## config.mk

```make
export PLATFORM = sky130hd
export DESIGN_NAME = pipe_hazard_ctrl_flat
export DESIGN_NICKNAME = d
export VERILOG_FILES = /design/src/rtl/pipe_hazard_if.sv /design/src/rtl/pipe_hazard_ctrl.sv /design/src/flat_wrapper.sv
export SDC_FILE = /design/constraint.sdc
export NUM_CORES = 1
export LEC_CHECK = 0
export CAP_MARGIN = 20
export CORE_MARGIN = 4
export CORE_UTILIZATION = 38
export CTS_CLUSTER_DIAMETER = 50
export DETAILED_ROUTE_END_ITERATION = 10
export HOLD_SLACK_MARGIN = 0.02
export PLACE_DENSITY_LB_ADDON = 0.3
export SYNTH_ARGS = -nofsm -noshare
export SYNTH_HDL_FRONTEND = slang
export SYNTH_SLANG_ARGS = --single-unit
export TNS_END_PERCENT = 10
```

## constraint.sdc

```tcl
create_clock -name clk -period 2.4 [get_ports clk]
set_input_delay 0.48 -clock clk [delete_from_list [all_inputs] [get_ports clk]]
set_output_delay 0.48 -clock clk [all_outputs]
set_load 0.02 [all_outputs]
```

## src/rtl/pipe_hazard_if.sv

```systemverilog
// Pipeline-side bundle for the stall/flush controller.
// Pipeline stages drive the hazard fields through the master modport; the
// controller consumes them and returns the enables through the slave modport.
// Optional macro HAZARD_STATS_EN adds the stall statistics counters.
interface pipe_hazard_if;
  // D-stage operand usage
  logic [4:0] d_rs;
  logic [4:0] d_rt;
  logic [1:0] d_rs_tuse;
  logic [1:0] d_rt_tuse;
  logic       d_is_md;
  // Producers in E and M
  logic [4:0] e_wa;
  logic [1:0] e_tnew;
  logic [4:0] m_wa;
  logic [1:0] m_tnew;
  // Multiply/divide launch from E
  logic       e_md_start;
  logic       e_md_is_div;
  // Controller results
  logic       f_we;
  logic       d_we;
  logic       e_flush;
  logic       md_busy;
  logic       stall;
`ifdef HAZARD_STATS_EN
  logic [31:0] stall_cnt;
  logic [31:0] md_stall_cnt;

  modport master (
    output d_rs, d_rt, d_rs_tuse, d_rt_tuse, d_is_md,
    output e_wa, e_tnew, m_wa, m_tnew, e_md_start, e_md_is_div,
    input  f_we, d_we, e_flush, md_busy, stall, stall_cnt, md_stall_cnt
  );

  modport slave (
    input  d_rs, d_rt, d_rs_tuse, d_rt_tuse, d_is_md,
    input  e_wa, e_tnew, m_wa, m_tnew, e_md_start, e_md_is_div,
    output f_we, d_we, e_flush, md_busy, stall, stall_cnt, md_stall_cnt
  );
`else
  modport master (
    output d_rs, d_rt, d_rs_tuse, d_rt_tuse, d_is_md,
    output e_wa, e_tnew, m_wa, m_tnew, e_md_start, e_md_is_div,
    input  f_we, d_we, e_flush, md_busy, stall
  );

  modport slave (
    input  d_rs, d_rt, d_rs_tuse, d_rt_tuse, d_is_md,
    input  e_wa, e_tnew, m_wa, m_tnew, e_md_start, e_md_is_div,
    output f_we, d_we, e_flush, md_busy, stall
  );
`endif
endinterface

```

## src/rtl/pipe_hazard_ctrl.sv

```systemverilog
// Stall/flush controller for the five-stage MIPS pipeline.
// Stalls D on Tuse/Tnew read-after-write hazards against E and M, and on any
// MD-class instruction while the multiply/divide unit is busy or starting.
// A stall freezes PC and F/D and injects a bubble into D/E in the same cycle.
// Optional macro HAZARD_STATS_EN adds stall_cnt / md_stall_cnt counters.
module pipe_hazard_ctrl #(
  parameter int MULT_CYC = 5,   // busy cycles after a mult/multu start (1..15)
  parameter int DIV_CYC  = 10   // busy cycles after a div/divu start (1..15)
) (
  input logic          clk,
  input logic          reset,
  pipe_hazard_if.slave hz
);

  localparam logic [3:0] MULT_LOAD = 4'(MULT_CYC);
  localparam logic [3:0] DIV_LOAD  = 4'(DIV_CYC);

  logic [3:0] md_cnt;
  logic       rs_stall;
  logic       rt_stall;
  logic       md_stall;
  logic       stall_raw;

  // A source register stalls when a younger-needed value is produced too late
  // for forwarding; Tnew == Tuse is covered by the bypass network.
  function automatic logic src_hazard(
    input logic [4:0] src,
    input logic [1:0] tuse,
    input logic [4:0] e_wa,
    input logic [1:0] e_tnew,
    input logic [4:0] m_wa,
    input logic [1:0] m_tnew
  );
    logic e_hit;
    logic m_hit;
    e_hit = (src == e_wa) && (e_tnew > tuse);
    m_hit = (src == m_wa) && (m_tnew > tuse);
    return (src != 5'd0) && (e_hit || m_hit);
  endfunction

  // Hazard detection, purely combinational from the stage fields
  always_comb begin
    rs_stall  = src_hazard(hz.d_rs, hz.d_rs_tuse, hz.e_wa, hz.e_tnew,
                           hz.m_wa, hz.m_tnew);
    rt_stall  = src_hazard(hz.d_rt, hz.d_rt_tuse, hz.e_wa, hz.e_tnew,
                           hz.m_wa, hz.m_tnew);
    // The start cycle itself already blocks a following MD instruction
    md_stall  = hz.d_is_md && (hz.md_busy || hz.e_md_start);
    stall_raw = rs_stall || rt_stall || md_stall;
  end

  // Pipeline enables; reset forces the pipe to advance freely
  always_comb begin
    hz.stall   = stall_raw && !reset;
    hz.f_we    = !hz.stall;
    hz.d_we    = !hz.stall;
    hz.e_flush = hz.stall;
  end

  // MD busy counter: load on an idle start, otherwise count down to zero.
  // A start while busy cannot legally happen and is ignored. The start is
  // honoured even when D/E is flushed: it belongs to the instruction in E.
  always_ff @(posedge clk) begin
    if (reset)
      md_cnt <= 4'd0;
    else if (hz.e_md_start && (md_cnt == 4'd0))
      md_cnt <= hz.e_md_is_div ? DIV_LOAD : MULT_LOAD;
    else if (md_cnt != 4'd0)
      md_cnt <= md_cnt - 4'd1;
  end

  assign hz.md_busy = (md_cnt != 4'd0);

`ifdef HAZARD_STATS_EN
  logic [31:0] stall_cnt_q;
  logic [31:0] md_stall_cnt_q;

  // Statistics: count stalled cycles overall and those caused by the MD unit
  always_ff @(posedge clk) begin
    if (reset) begin
      stall_cnt_q    <= 32'd0;
      md_stall_cnt_q <= 32'd0;
    end else begin
      if (stall_raw) stall_cnt_q    <= stall_cnt_q + 32'd1;
      if (md_stall)  md_stall_cnt_q <= md_stall_cnt_q + 32'd1;
    end
  end

  assign hz.stall_cnt    = stall_cnt_q;
  assign hz.md_stall_cnt = md_stall_cnt_q;
`endif

endmodule

```

## src/flat_wrapper.sv

```systemverilog
// flat-port wrapper written by rule: the top's interface ports become plain ports
module pipe_hazard_ctrl_flat 
#(
  parameter int MULT_CYC = 5,                                                  
  parameter int DIV_CYC  = 10                                                
)
  (clk, reset, hz_d_rs, hz_d_rt, hz_d_rs_tuse, hz_d_rt_tuse, hz_d_is_md, hz_e_wa, hz_e_tnew, hz_m_wa, hz_m_tnew, hz_e_md_start, hz_e_md_is_div, hz_f_we, hz_d_we, hz_e_flush, hz_md_busy, hz_stall);
  pipe_hazard_if hz_i ();
  input logic clk;
  input logic reset;
  input wire logic [$bits(hz_i.d_rs)-1:0] hz_d_rs;
  input wire logic [$bits(hz_i.d_rt)-1:0] hz_d_rt;
  input wire logic [$bits(hz_i.d_rs_tuse)-1:0] hz_d_rs_tuse;
  input wire logic [$bits(hz_i.d_rt_tuse)-1:0] hz_d_rt_tuse;
  input wire logic [$bits(hz_i.d_is_md)-1:0] hz_d_is_md;
  input wire logic [$bits(hz_i.e_wa)-1:0] hz_e_wa;
  input wire logic [$bits(hz_i.e_tnew)-1:0] hz_e_tnew;
  input wire logic [$bits(hz_i.m_wa)-1:0] hz_m_wa;
  input wire logic [$bits(hz_i.m_tnew)-1:0] hz_m_tnew;
  input wire logic [$bits(hz_i.e_md_start)-1:0] hz_e_md_start;
  input wire logic [$bits(hz_i.e_md_is_div)-1:0] hz_e_md_is_div;
  output wire logic [$bits(hz_i.f_we)-1:0] hz_f_we;
  output wire logic [$bits(hz_i.d_we)-1:0] hz_d_we;
  output wire logic [$bits(hz_i.e_flush)-1:0] hz_e_flush;
  output wire logic [$bits(hz_i.md_busy)-1:0] hz_md_busy;
  output wire logic [$bits(hz_i.stall)-1:0] hz_stall;
  assign hz_i.d_rs = hz_d_rs;
  assign hz_i.d_rt = hz_d_rt;
  assign hz_i.d_rs_tuse = hz_d_rs_tuse;
  assign hz_i.d_rt_tuse = hz_d_rt_tuse;
  assign hz_i.d_is_md = hz_d_is_md;
  assign hz_i.e_wa = hz_e_wa;
  assign hz_i.e_tnew = hz_e_tnew;
  assign hz_i.m_wa = hz_m_wa;
  assign hz_i.m_tnew = hz_m_tnew;
  assign hz_i.e_md_start = hz_e_md_start;
  assign hz_i.e_md_is_div = hz_e_md_is_div;
  assign hz_f_we = hz_i.f_we;
  assign hz_d_we = hz_i.d_we;
  assign hz_e_flush = hz_i.e_flush;
  assign hz_md_busy = hz_i.md_busy;
  assign hz_stall = hz_i.stall;
  pipe_hazard_ctrl #(.MULT_CYC(MULT_CYC), .DIV_CYC(DIV_CYC)) u_core (.clk(clk), .reset(reset), .hz(hz_i));
endmodule
```

==> run_summary.xml <==
<?xml version="1.0" encoding="UTF-8"?>
<metrics>
  <group name="sta">
    <metric name="rsz0062_at_grt" unit="">no</metric>
    <metric name="highest_clock_frequency_the_design_can_meet" unit="MHz">430</metric>
    <metric name="post-route-min-period" unit="ns">2.33</metric>
    <metric name="timing.final.crit_share" unit="">0.969</metric>
    <metric name="slew-limit-headroom" unit="">0.825</metric>
    <metric name="final.setup_skew" unit="ns">0.00237</metric>
    <metric name="finalHoldViolCount" unit="">0</metric>
    <metric name="finalSetupViolCount" unit="">0</metric>
    <metric name="final_sum_of_negative_setup_slack" unit="ns">0</metric>
    <metric name="final_max_slew_viol_count" unit="">0</metric>
    <metric name="worst-slew-pin-transition" unit="ns">0.261</metric>
  </group>
  <group name="yosys">
    <metric name="ys_top_cells_by_area" unit="">sky130_fd_sc_hd__ha_1 (18%), sky130_fd_sc_hd__xnor2_1 (16%), sky130_fd_sc_hd__dfxtp_1 (12%), sky130_fd_sc_hd__xor2_1 (10%), sky130_fd_sc_hd__a21oi_1 (6.5%)</metric>
    <metric name="ys_types" unit="">24</metric>
    <metric name="synth_warnings" unit="">0</metric>
    <metric name="mappedNetlistArea" unit="um^2">691</metric>
    <metric name="synth_compound_gate_area_share" unit="">0.147</metric>
    <metric name="postSynthNetCount" unit="">136</metric>
    <metric name="synth_mux_area_frac" unit="">0</metric>
    <metric name="syn_inst" unit="">93</metric>
    <metric name="ys_seq_elements" unit="">4</metric>
    <metric name="synth-simple-area-share" unit="">0.207</metric>
    <metric name="seq_area_frac_synth" unit="">0.116</metric>
    <metric name="synth_largest_type_area_fraction" unit="">0.181</metric>
    <metric name="yosysTopAreaCell" unit="">sky130_fd_sc_hd__ha_1</metric>
    <metric name="syn_avg_cell_area" unit="um^2">7.43</metric>
    <metric name="synth_fa_ha_area_frac" unit="">0.181</metric>
    <metric name="synthXorXnorAreaFrac" unit="">0.266</metric>
    <metric name="synth_top_family_by_area" unit="">XOR/XNOR gates</metric>
  </group>
  <group name="clock_tree">
    <metric name="tritoncts.num_buffers" unit="">3</metric>
    <metric name="cts.path.max_buffers" unit="">2</metric>
    <metric name="cts-htree-levels" unit="">1</metric>
    <metric name="worst_skew_pair.late_latency" unit="ns">0.23</metric>
    <metric name="cts_tree" unit="">built</metric>
    <metric name="clk_root_buffer_cell" unit="">sky130_fd_sc_hd__clkbuf_4</metric>
    <metric name="cts.reportedPaths.clkPinSlew" unit="ns">0.04</metric>
    <metric name="cts.sinks" unit="">4</metric>
    <metric name="cts_hold_buffers" unit="">0</metric>
  </group>
  <group name="placed_design">
    <metric name="dp_hpwl" unit="um">1830</metric>
    <metric name="gp_routability_congestion" unit="">0.891</metric>
    <metric name="port_buffers" unit="">37</metric>
    <metric name="dpl.cell_count" unit="">163</metric>
  </group>
  <group name="floorplanning">
    <metric name="rows" unit="">15</metric>
    <metric name="dieHeight" unit="um">50.6</metric>
    <metric name="start_util" unit="">0.400</metric>
    <metric name="core" unit="mm^2">0.00173</metric>
    <metric name="die-area" unit="mm^2">0.00256</metric>
    <metric name="floorplan.io_pins" unit="">38</metric>
    <metric name="dieWidth" unit="um">50.6</metric>
  </group>
  <group name="grt">
    <metric name="grt_max_degree" unit="">8</metric>
    <metric name="aggregate_global_route_resource_usage" unit="">0.188</metric>
    <metric name="grt.overflow.total" unit="">0</metric>
    <metric name="grt_pass1_vias" unit="">887</metric>
    <metric name="grt_pass1_wl" unit="um">3700</metric>
    <metric name="grt_antenna_before_repair" unit="">0</metric>
  </group>
  <group name="finish">
    <metric name="drive_gt1_frac" unit="">0.289</metric>
    <metric name="largest_register_by_flop_count" unit="">u_core.md_cnt</metric>
    <metric name="area_growth" unit="%">80.4</metric>
    <metric name="finish.cell_count_without_fillers" unit="">167</metric>
    <metric name="diodes" unit="">0</metric>
    <metric name="register_area" unit="um^2">80.1</metric>
    <metric name="largest_reg_flops" unit="">4</metric>
    <metric name="multi_input_comb_area" unit="um^2">654</metric>
    <metric name="reg_top3" unit="">u_core.md_cnt x4</metric>
    <metric name="layout.nets" unit="">187</metric>
    <metric name="fillerInstances" unit="">145</metric>
  </group>
  <group name="min_path">
    <metric name="hold_path_depth" unit="">2</metric>
    <metric name="hold_class" unit="">reg -&gt; reg</metric>
  </group>
  <group name="setup_path">
    <metric name="startpoint_type_of_the_worst_setup_path" unit="">input pin</metric>
    <metric name="worst-setup-path-type" unit="">in -&gt; out</metric>
    <metric name="critPathRequiredTime" unit="ns">1.92</metric>
    <metric name="timing.reg2reg.worst_path_depth" unit="">6</metric>
    <metric name="r2r_slack" unit="ns">1.08</metric>
    <metric name="worst_setup_path_end_kind" unit="">output pin</metric>
    <metric name="cp_arrival" unit="ns">1.85</metric>
    <metric name="worstPathMaxFanout" unit="">3</metric>
  </group>
  <group name="routing">
    <metric name="remaining_design_rule_violation_count" unit="">0</metric>
    <metric name="post_drt_wl_per_cell" unit="um">13.3</metric>
    <metric name="avgViaCountPerCell" unit="">4.89</metric>
    <metric name="wirelength" unit="um">2220</metric>
    <metric name="vias" unit="">816</metric>
    <metric name="postRouteAntennaNets" unit="">0</metric>
    <metric name="drtPass1Iterations" unit="">4</metric>
    <metric name="detail_route.iter0.violations" unit="">12</metric>
  </group>
  <group name="outcome">
    <metric name="run_status" unit="">finished, final reports clean</metric>
  </group>
  <group name="flow_run">
    <metric name="cap_viol_max_count" unit="">0</metric>
  </group>
  <group name="pwr">
    <metric name="power.static_leakage" unit="nW">0.572</metric>
    <metric name="total_power" unit="uW">616</metric>
    <metric name="worst_ir_drop_vdd" unit="mV">0.544</metric>
    <metric name="power_density" unit="mW/mm^2">495</metric>
  </group>
</metrics>
==> per-layer routing <==
layer / GRT usage / up-vias / routed length [um]
li1: - / 419 / -
met1: 0.183 / 368 / 809
met2: 0.370 / 27 / 1250
met3: 0.0504 / 2 / 143
met4: 0.0717 / 0 / 15
met5: 0 / - / 0
==> worst paths after layout <==
check | start | endpoint
max | hz_d_rs[0] | hz_d_we
min reg2reg | u_core.md_cnt[3]$_SDFFE_PP0P_ | u_core.md_cnt[3]$_SDFFE_PP0P_
max reg2reg | u_core.md_cnt[0]$_SDFFE_PP0P_ | u_core.md_cnt[0]$_SDFFE_PP0P_
min | u_core.md_cnt[3]$_SDFFE_PP0P_ | u_core.md_cnt[3]$_SDFFE_PP0P_
==> cells in the final DEF (no fill, tap or decap), types with 4 or more instances in the layout <==
master                            instances
sky130_fd_sc_hd__inv_2                    4
sky130_fd_sc_hd__clkdlybuf4s50_1          7
sky130_fd_sc_hd__ha_1                     5
sky130_fd_sc_hd__xnor2_1                 12
sky130_fd_sc_hd__clkbuf_2                 4
sky130_fd_sc_hd__dlygate4sd2_1           14
sky130_fd_sc_hd__nor2_1                   6
sky130_fd_sc_hd__a21oi_1                  9
sky130_fd_sc_hd__inv_1                    6
sky130_fd_sc_hd__xor2_1                   8
sky130_fd_sc_hd__buf_4                   12
sky130_fd_sc_hd__dlymetal6s2s_1           4
sky130_fd_sc_hd__dfxtp_1                  4
sky130_fd_sc_hd__ha_4                     5
==> metrics by stage <==
stage | setup WS [ns] | hold WS, ns | util | instance area, um^2
floorplan | 0.195 | 0.505 | - | 691
global placement | -0.695 | 0.529 | 0.669 | 1150
detailed placement | -0.754 | 0.543 | 0.669 | 1150
CTS | 0.00263 | 0.548 | 0.702 | 1210
global route | 0.000777 | 0.568 | 0.722 | 1250
finish | 0.0742 | 0.548 | 0.722 | 1250
==> Yosys cell counts (all sizes together) <==
library cell  instances
a311oi                1
xor2                  8
nand2b                1
a211oi                1
xnor2                13
ha                   10
o21ai                 5
a2111oi               1
dfxtp                 4
and2                  1
nor2b                 2
a21oi                 9
nand3                 3
nor3                  3
buf                   3
nor2                  6
or3                   1
and3                  1
nand4                 3
inv                  10
nand2                 4
nor4                  3
==> report_power, final <==
| part | internal [mW] | switching, mW | leakage, nW |
|---|---|---|---|
| clock | 0.0560 | 0.0281 | 0.0138 |
| sequential | 0.0964 | 0.0178 | 0.0333 |
| combinational | 0.209 | 0.209 | 0.525 |
==> cell type report <==
class	count	share of cell area
timing repair buffer	49	0.337
sequential	4	0.0643
inverter	10	0.0301
multi-input combinational	76	0.525
clock buffer	3	0.0181
tap	25	0.0251
==> what timing repair did <==
action                     CTS  global route
pin swaps                   16            12
buffers inserted             0             1
setup endpoints to repair    4             4
cloned                       0             0
resized for setup           57            20
==> critical path, cell delays in order <==
cell                              delay [ns]
sky130_fd_sc_hd__clkdlybuf4s50_1        0.48
sky130_fd_sc_hd__xor2_1                 0.20
sky130_fd_sc_hd__nor4_2                 0.25
sky130_fd_sc_hd__o21ai_1                0.14
sky130_fd_sc_hd__and3_4                 0.17
sky130_fd_sc_hd__buf_6                  0.13
==> logic make-up (layout without fill, tap and decap cells) <==
family	Yosys count	after routing
buf+inv	13	62
xor+xnor	21	21
compound gates	17	17
simple gates	28	28
fa+ha+maj	10	10
flops	4	4
Power figures use the tool's default switching activity.
